$ cat config.mk
export PLATFORM = sky130hd
export DESIGN_NAME = stopwatch_ctrl
export DESIGN_NICKNAME = d
export VERILOG_FILES = /design/src/rtl/stopwatch_ctrl.sv
export SDC_FILE = /design/constraint.sdc
export NUM_CORES = 1
export LEC_CHECK = 0
export ABC_AREA = 1
export CORE_MARGIN = 3
export CORE_UTILIZATION = 25
export CTS_CLUSTER_SIZE = 30
export DETAILED_ROUTE_END_ITERATION = 16
export PLACE_DENSITY = 0.48
export SYNTH_ARGS = -nofsm -noshare
export SYNTH_HDL_FRONTEND = slang
export SYNTH_SLANG_ARGS = --single-unit
$ cat constraint.sdc
create_clock -name counter_clk -period 1.2 [get_ports counter_clk]
set_clock_uncertainty 0.05 [all_clocks]
set_input_delay 0.18 -clock counter_clk [delete_from_list [all_inputs] [get_ports counter_clk]]
set_output_delay 0.18 -clock counter_clk [all_outputs]
set_load 0.03 [all_outputs]
$ cat src/rtl/stopwatch_ctrl.sv
`default_nettype none
// ============================================================================
// Module   : stopwatch_ctrl
// Purpose  : Control FSM for a stopwatch. It synchronizes and debounces the
//            start/pause, lap and clear push-buttons, turns each accepted
//            press into a one-cycle pulse, and sequences IDLE/RUN/PAUSE/LAP.
//            It also keeps a saturating lap counter.
// Ports    : counter_clk   - slow counter clock, rising edge
//            reset         - asynchronous, active-high
//            start_btn     - raw start/pause button
//            lap_btn       - raw lap button
//            clr_btn       - raw clear button
//            wrap          - one-cycle pulse when the time counter rolls over
//            count_en      - time counter advances when high
//            clear         - time counter held at zero when high
//            hold          - display frozen when high
//            state         - current FSM state code
//            lap_cnt       - laps taken, 0-9
// Revision : 1.0 - initial release
// ============================================================================
module stopwatch_ctrl #(
  parameter int DEB_LEN = 4
) (
  input  logic       counter_clk,
  input  logic       reset,
  input  logic       start_btn,
  input  logic       lap_btn,
  input  logic       clr_btn,
  input  logic       wrap,
  output logic       count_en,
  output logic       clear,
  output logic       hold,
  output logic [1:0] state,
  output logic [3:0] lap_cnt
);

  // The counter only has to reach DEB_LEN-1; the DEB_LEN-th disagreeing
  // cycle toggles the level instead of incrementing.
  localparam int         CNT_W   = (DEB_LEN < 2) ? 1 : $clog2(DEB_LEN);
  localparam logic [CNT_W-1:0] CNT_LAST = CNT_W'(DEB_LEN - 1);
  localparam logic [3:0] LAP_MAX = 4'd9;

  typedef enum logic [1:0] {
    IDLE  = 2'b00,
    RUN   = 2'b01,
    PAUSE = 2'b10,
    LAP   = 2'b11
  } state_t;

  // Button index: 0 = start, 1 = lap, 2 = clear
  logic [2:0] raw;
  logic [2:0] press;

  assign raw = {clr_btn, lap_btn, start_btn};

  for (genvar b = 0; b < 3; b++) begin : g_btn
    logic             sync1;
    logic             sync2;
    logic [CNT_W-1:0] cnt;
    logic             level;
    logic             level_d;

    always_ff @(posedge counter_clk or posedge reset) begin
      if (reset) begin
        sync1   <= 1'b0;
        sync2   <= 1'b0;
        cnt     <= '0;
        level   <= 1'b0;
        level_d <= 1'b0;
      end else begin
        sync1   <= raw[b];
        sync2   <= sync1;
        level_d <= level;
        if (sync2 != level) begin
          if (cnt == CNT_LAST) begin
            level <= sync2;
            cnt   <= '0;
          end else begin
            cnt <= cnt + CNT_W'(1);
          end
        end else begin
          cnt <= '0;
        end
      end
    end

    // Rising edge of the debounced level only; releases are silent.
    assign press[b] = level & ~level_d;
  end

  logic   start_p;
  logic   lap_p;
  logic   clr_p;
  state_t cur;
  state_t nxt;

  assign start_p = press[0];
  assign lap_p   = press[1];
  assign clr_p   = press[2];
  assign state   = cur;

  // Each state checks only the events it reacts to, in priority order
  // clr > wrap > start > lap, so an ignored higher-priority event never
  // masks a lower-priority one that does apply.
  always_comb begin
    nxt = cur;
    case (cur)
      IDLE: begin
        if (start_p) nxt = RUN;
      end
      RUN: begin
        if (clr_p || wrap) nxt = IDLE;
        else if (start_p)  nxt = PAUSE;
        else if (lap_p)    nxt = LAP;
      end
      PAUSE: begin
        if (clr_p)        nxt = IDLE;
        else if (start_p) nxt = RUN;
      end
      LAP: begin
        if (clr_p || wrap) nxt = IDLE;
        else if (start_p)  nxt = PAUSE;
        else if (lap_p)    nxt = RUN;
      end
      default: nxt = IDLE;
    endcase
  end

  // Outputs are decoded from the next state so that the registered copies
  // always match the registered state code.
  always_ff @(posedge counter_clk or posedge reset) begin
    if (reset) begin
      cur      <= IDLE;
      count_en <= 1'b0;
      clear    <= 1'b1;
      hold     <= 1'b0;
      lap_cnt  <= 4'd0;
    end else begin
      cur      <= nxt;
      count_en <= (nxt == RUN) || (nxt == LAP);
      clear    <= (nxt == IDLE);
      hold     <= (nxt == LAP);
      if (nxt == IDLE) begin
        lap_cnt <= 4'd0;
      end else if ((cur == RUN) && (nxt == LAP) && (lap_cnt != LAP_MAX)) begin
        lap_cnt <= lap_cnt + 4'd1;
      end
    end
  end

endmodule
`default_nettype wire

After elaboration in Yosys (flattened, before gate mapping)

Index checks and enable logic that the tools add are counted.

Shift-type cells: 0
$lt $le $gt $ge: 0
Multiply operators: 0
Bitwise logic cells: 6
Divide/modulo/power cells: 0
Add/sub/neg operators: 4
Equality and inequality tests: 12
Mux-type cells: 17
Reduce and logical (&&, ||, !) cells: 10

Operators by type and width:

| cell                                                                  | count |
|---|---|
| 2-bit two-way mux                                                     | 14 |
| 2-bit equality test, second input constant                            | 6 |
| 4-bit two-way mux                                                     | 2 |
| 2-bit one-hot mux with 4 select lines                                 | 1 |
| 2-bit by 1-bit adder with 2-bit output, second input constant         | 3 |
| 2-bit AND reduction                                                   | 3 |
| 4-bit by 1-bit adder with 4-bit output, second input constant         | 1 |
| 2-bit by 1-bit equality test with 1-bit output, second input constant | 2 |
| 2-bit logical NOT                                                     | 2 |
| 4-bit inequality test, second input constant                          | 1 |
| 1-bit AND                                                             | 3 |
| 1-bit inequality test                                                 | 3 |
| 1-bit inverter                                                        | 3 |
| 1-bit logical AND                                                     | 2 |
| 1-bit logical OR                                                      | 2 |
| 2-bit nonzero test                                                    | 1 |

Memories: 0
Bits in registers: 27
Bits in latches: 0
Memory bits (writable): 0
Bits in read-only memories: 0
Logic and storage cells: 69
Output and inout port bits: 9

Logic depth before layout (Yosys ltp)

Depth after elaboration: 11
Gate-level depth with buffers: 10
Mapped depth without buffers: 10

Least setup slack after synthesis

Ideal clock, no wire load.

Path type: register -> register
From: register cur[0] (netlist: state[0])
To: register lap_cnt[0]
Library setup time: 0.119 ns
Setup slack: -0.276 ns
Stages on the path, launching flop included: 8
Data required time: 1.031 ns
Period minus slack after synthesis: 1.476 ns
Buffers on the path: 0
Data arrival time: 1.307 ns
Cell sequence: dfrtp_1 > inv_1 > nor2_4 > nand3_2 > nand3_4 > nand3_4 > nand3_1 > nand2_1

Elaborated cells on any way between the ends: 19
Classes of those cells: eq/ne: 4; mux: 10; reduce/logical: 5

RTL lines:

| what                                        | line | source |
|---|---|---|
| start: declaration                          | 94   | `state_t cur;` |
| start signal: assignment                    | 139  | `cur <= nxt;` |
| 2-bit equality test (tied with other cells) | 107  | `case (cur)` |
| 2-bit one-hot mux with 4 select lines *     | 107  |  |
| net nxt[1]                                  | 95   | `state_t nxt;` |
| 2-bit equality test                         | 145  | `end else if ((cur == RUN) && (nxt == LAP) && (lap_cnt != LAP_MAX)) begin` |
| 1-bit logical AND (2 in series)             | 145  |  |
| 2-bit nonzero test (no source line)         | --   |  |
| end signal: assignment                      | 146  | `lap_cnt <= lap_cnt + 4'd1;` |
| end: declaration                            | 34   | `output logic [3:0] lap_cnt` |

The timed path passes the listed nets; every way through them passes the cells marked *.
A chain may end at the register's enable or synchronous reset.

Worst setup path after layout

From: register g_btn[2].level
To: register lap_cnt[0]

Word-level cells in the longest chain between the ends: 8
Elaborated cells on any way between the ends: 12
Classes of those cells: eq/ne: 1; mux: 5; bitwise: 1; reduce/logical: 5

Ends and longest elaborated chain:

| what                                    | line     | source |
|---|---|---|
| start: declaration                      | 60       | `logic level;` |
| start signal: assignment                | 76       | `level <= sync2;` |
| 1-bit AND *                             | 88       | `assign press[b] = level & ~level_d;` |
| 1-bit logical OR                        | 112, 121 |  |
| 2-bit two-way mux (on tied branches)    | 121, 112 |  |
| 2-bit one-hot mux with 4 select lines * | 107      |  |
| net nxt[1]                              | 95       |  |
| 2-bit equality test                     | 145      |  |
| 1-bit logical AND (2 in series)         | 145      |  |
| 2-bit nonzero test (no source line)     | --       |  |

Marks and branches as above.

==> results.md <==
- Outcome: finished with violations
- Failing checks: negative setup slack
- Area leader, netlist: dfrtp_1
- Initial Util: 0.267
- Slew Limit Fails: 0
- Diode count: 0
- Synth area leaders: dfrtp_1 52%, inv_1 5.6%, nand2_1 5.3%
- Max Cap Viol: 0
- Clock transition at the registers of the reported paths: 0.09 ns
- Nets@finish: 153
- Slew at the pin with the worst max-slew slack: 0.194 ns
- Wire per inst: 10.3 um
- Hold Fails Final Rpt: 0
- Final ANT Viol Nets: 0
- Setup CP Type: flop to flop
- # IOs: 15
- Die X: 75.4 um
- Synth Net Count: 123
- Unique masters post-synth: 23
- Final worst slack: -0.122 ns
- Fmax: 757 MHz
- Mean Syn Cell Area: 10.7 um^2
- Most Crowded Layer GR: met2
- RSZ-0062 raised after global routing: true
- Grt met3 use: 0.0119
- Fillcell total: 449
- Std cell rows: 24
- CTS Buf Count: 3
- Yosys reg bits: 26
- CTS tree: yes
- Asr flop ratio synth: 1.00
- Drt drc: 0
- Final setup vio count: 5
- Worst VDD drop: 475 uV
- Top cell family by delay on the critical path: simple AND/OR/NAND/NOR gates
- EDFF count, synth: 0
- Post-Syn Area: 0.00120 mm^2
- Core Region: 0.00450 mm^2
- Primary FF master, synth: dfrtp_1
- Grt met1 use: 0.100
- Period utilization: 1.10
- Worst endpoint data arrival time: 1.43 ns
- Vias per cell: 4.11
- Design area: 0.00156 mm^2
- Area share of the largest cell type after synthesis: 0.520
- Hold WC Path Type: input pin to asynchronous set/reset pin
- Final Util: 0.347
- Routed WL: 1990 um
- Overflow after GRT: 0
- Initial antenna violation count: 0
- Max FO, Critical Path: 7
- Area of the die: 0.00568 mm^2
- I/O Buffers: 14
- Startpoint Class: flop
- Min cycle time layout: 1.32 ns
- Pwr/cell area: 2040 mW/mm^2
- Vias in the first global route: 807
- Critical path's slowest cell: dfrtp_1
- Met2 usage: 0.131
- CP Data Required Time: 1.31 ns
- TritonRoute pass-1 iters: 2
- Die Y: 75.4 um
- Top-count cell post-synth: dfrtp_1
- Setup_tns: -0.501 ns
- Sequential fraction of the synthesis area: 0.542
- Pin count of the biggest net entering global routing: 27
- First DRT Iteration DRCs: 32
- Rel. slew slack: 0.869
- CP cell instances: inv_2, nor2_4, nor2_4, nand3_2, nand3_4, nand3_4, nand3_1, nand2_1
- CP Buf/Inv Count: 1
- Tot GR Track Use: 0.0793
- Synth Instances: 112
- Clk buf depth: 2
- Share of layout cells above drive strength 1: 0.369
- Commonest cells in the netlist: 25 x dfrtp_1, 18 x inv_1, 17 x nand2_1, 6 x nand3_1
- YS warnings: 0
- Htree depth: 1
- Placed cell area: 0.00146 mm^2
- Clock latency on the worst-skew pair: 0.26 ns
- Detailed placer's ending HPWL: 1500 um
- Leakage: 0.795 nW
- First-pass GRT wire length: 3460 um
- Area Overhead vs Synth: 30.1%
- Clock sink count: 26
- Crit end category: flop
- Overall power: 0.00319 W
- Hold-fix buffers, CTS: 0
- CP max stage delay: 0.40 ns
- Gpl congestion: 0.761
- Vias: 794
- Root Driver: clkbuf_8
-- kinds of logic (layout without fill, tap and decap cells) --
kind of cell	Yosys count	in the layout	share of synthesized area
AOI/OAI and AO/OA	3	3	0.0312
xor gates and xnor gates	5	5	0.0364
adders and majority gates	5	5	0.0520
buffers and inverters	22	51	0.0718
DFF	26	26	0.542
muxes	2	2	0.0187
and+or+nand+nor	49	49	0.248
-- worst reg2reg max path, stage by stage, from the launching register on --
cell     delay (ns)
dfrtp_1        0.40
inv_2          0.08
nor2_4         0.05
nor2_4         0.13
nand3_2        0.14
nand3_4        0.14
nand3_4        0.10
nand3_1        0.09
nand2_1        0.05
-- layer usage --
| metal | routed length (um) | vias up |
|---|---|---|
| met5 | 0 | - |
| met4 | 33 | 0 |
| met3 | 27 | 2 |
| met2 | 979 | 7 |
| met1 | 949 | 374 |
| li1 | - | 411 |
-- stage by stage --
| step | hold slack [ns] | cells | setup WS (ns) |
|---|---|---|---|
| final | 0.179 | 193 | -0.122 |
| after detailed placement | 0.288 | 186 | -0.398 |
| after floorplan | 0.161 | 112 | -0.131 |
| after CTS | 0.182 | 193 | -0.128 |
| after global routing | 0.193 | 193 | -0.243 |
| after global placement | 0.284 | 186 | -0.353 |
-- flip-flops by register name, indices dropped and copies added (netlist names) --
signal	cells
g_btn.cnt	6
g_btn.sync2	3
g_btn.level_d	3
lap_cnt	4
hold	1
clear	1
g_btn.sync1	3
g_btn.level	3
state	2
-- what timing repair did --
| item | CTS | global route |
|---|---|---|
| resized for setup | 6 | 3 |
| endpoints found under the setup margin | 9 | 12 |
| buffers inserted | 3 | 0 |
| pin swaps | 2 | 0 |
-- cell usage in the layout, fill, tap and decap left out, types with 4 or more instances in the layout --
cell              n
buf_4            13
buf_6             7
clkdlybuf4s50_1   5
dfrtp_1          21
dfrtp_2           4
ha_1              5
inv_1            15
inv_2             6
nand2_1          17
nand2_2           4
nand3_1           6
nand4_1           5
nor2_1            4
-- final timing paths --
path | cells after the start | startpoint | end | slack [ns]
setup / recovery | 8 | g_btn[2].level$_DFFE_PP0P_ | lap_cnt[0]$_DFFE_PP0P_ | -0.12
hold / removal | 3 | reset | g_btn[1].sync2$_DFF_PP0_ | 0.18
setup reg to reg | 8 | g_btn[2].level$_DFFE_PP0P_ | lap_cnt[0]$_DFFE_PP0P_ | -0.12
hold reg to reg | 0 | g_btn[0].sync1$_DFF_PP0_ | g_btn[0].sync2$_DFF_PP0_ | 0.31
max in group asynchronous | 3 | reset | clear$_DFF_PP1_ | 0.70
min in group counter_clk | 1 | lap_btn | g_btn[1].sync1$_DFF_PP0_ | 0.30
-- power breakdown --
| part | switching [W] | leakage (nW) | internal, W |
|---|---|---|---|
| clock network | 0.000256 | 0.0228 | 0.000237 |
| logic | 0.000803 | 0.452 | 0.000640 |
| registers | 0.000136 | 0.321 | 0.00112 |
-- cell type report --
| type | count | area [um^2] | area share |
|---|---|---|---|
| Tap cell | 52 | 65.1 | 0.0416 |
| Timing Repair Buffer | 26 | 246 | 0.158 |
| Sequential cell | 26 | 657 | 0.420 |
| Multi-Input combinational cell | 64 | 472 | 0.302 |
| Clock buffer | 4 | 45.0 | 0.0288 |
| Inverter | 21 | 78.8 | 0.0504 |
Note: power is estimated with default switching activity, not from simulation.
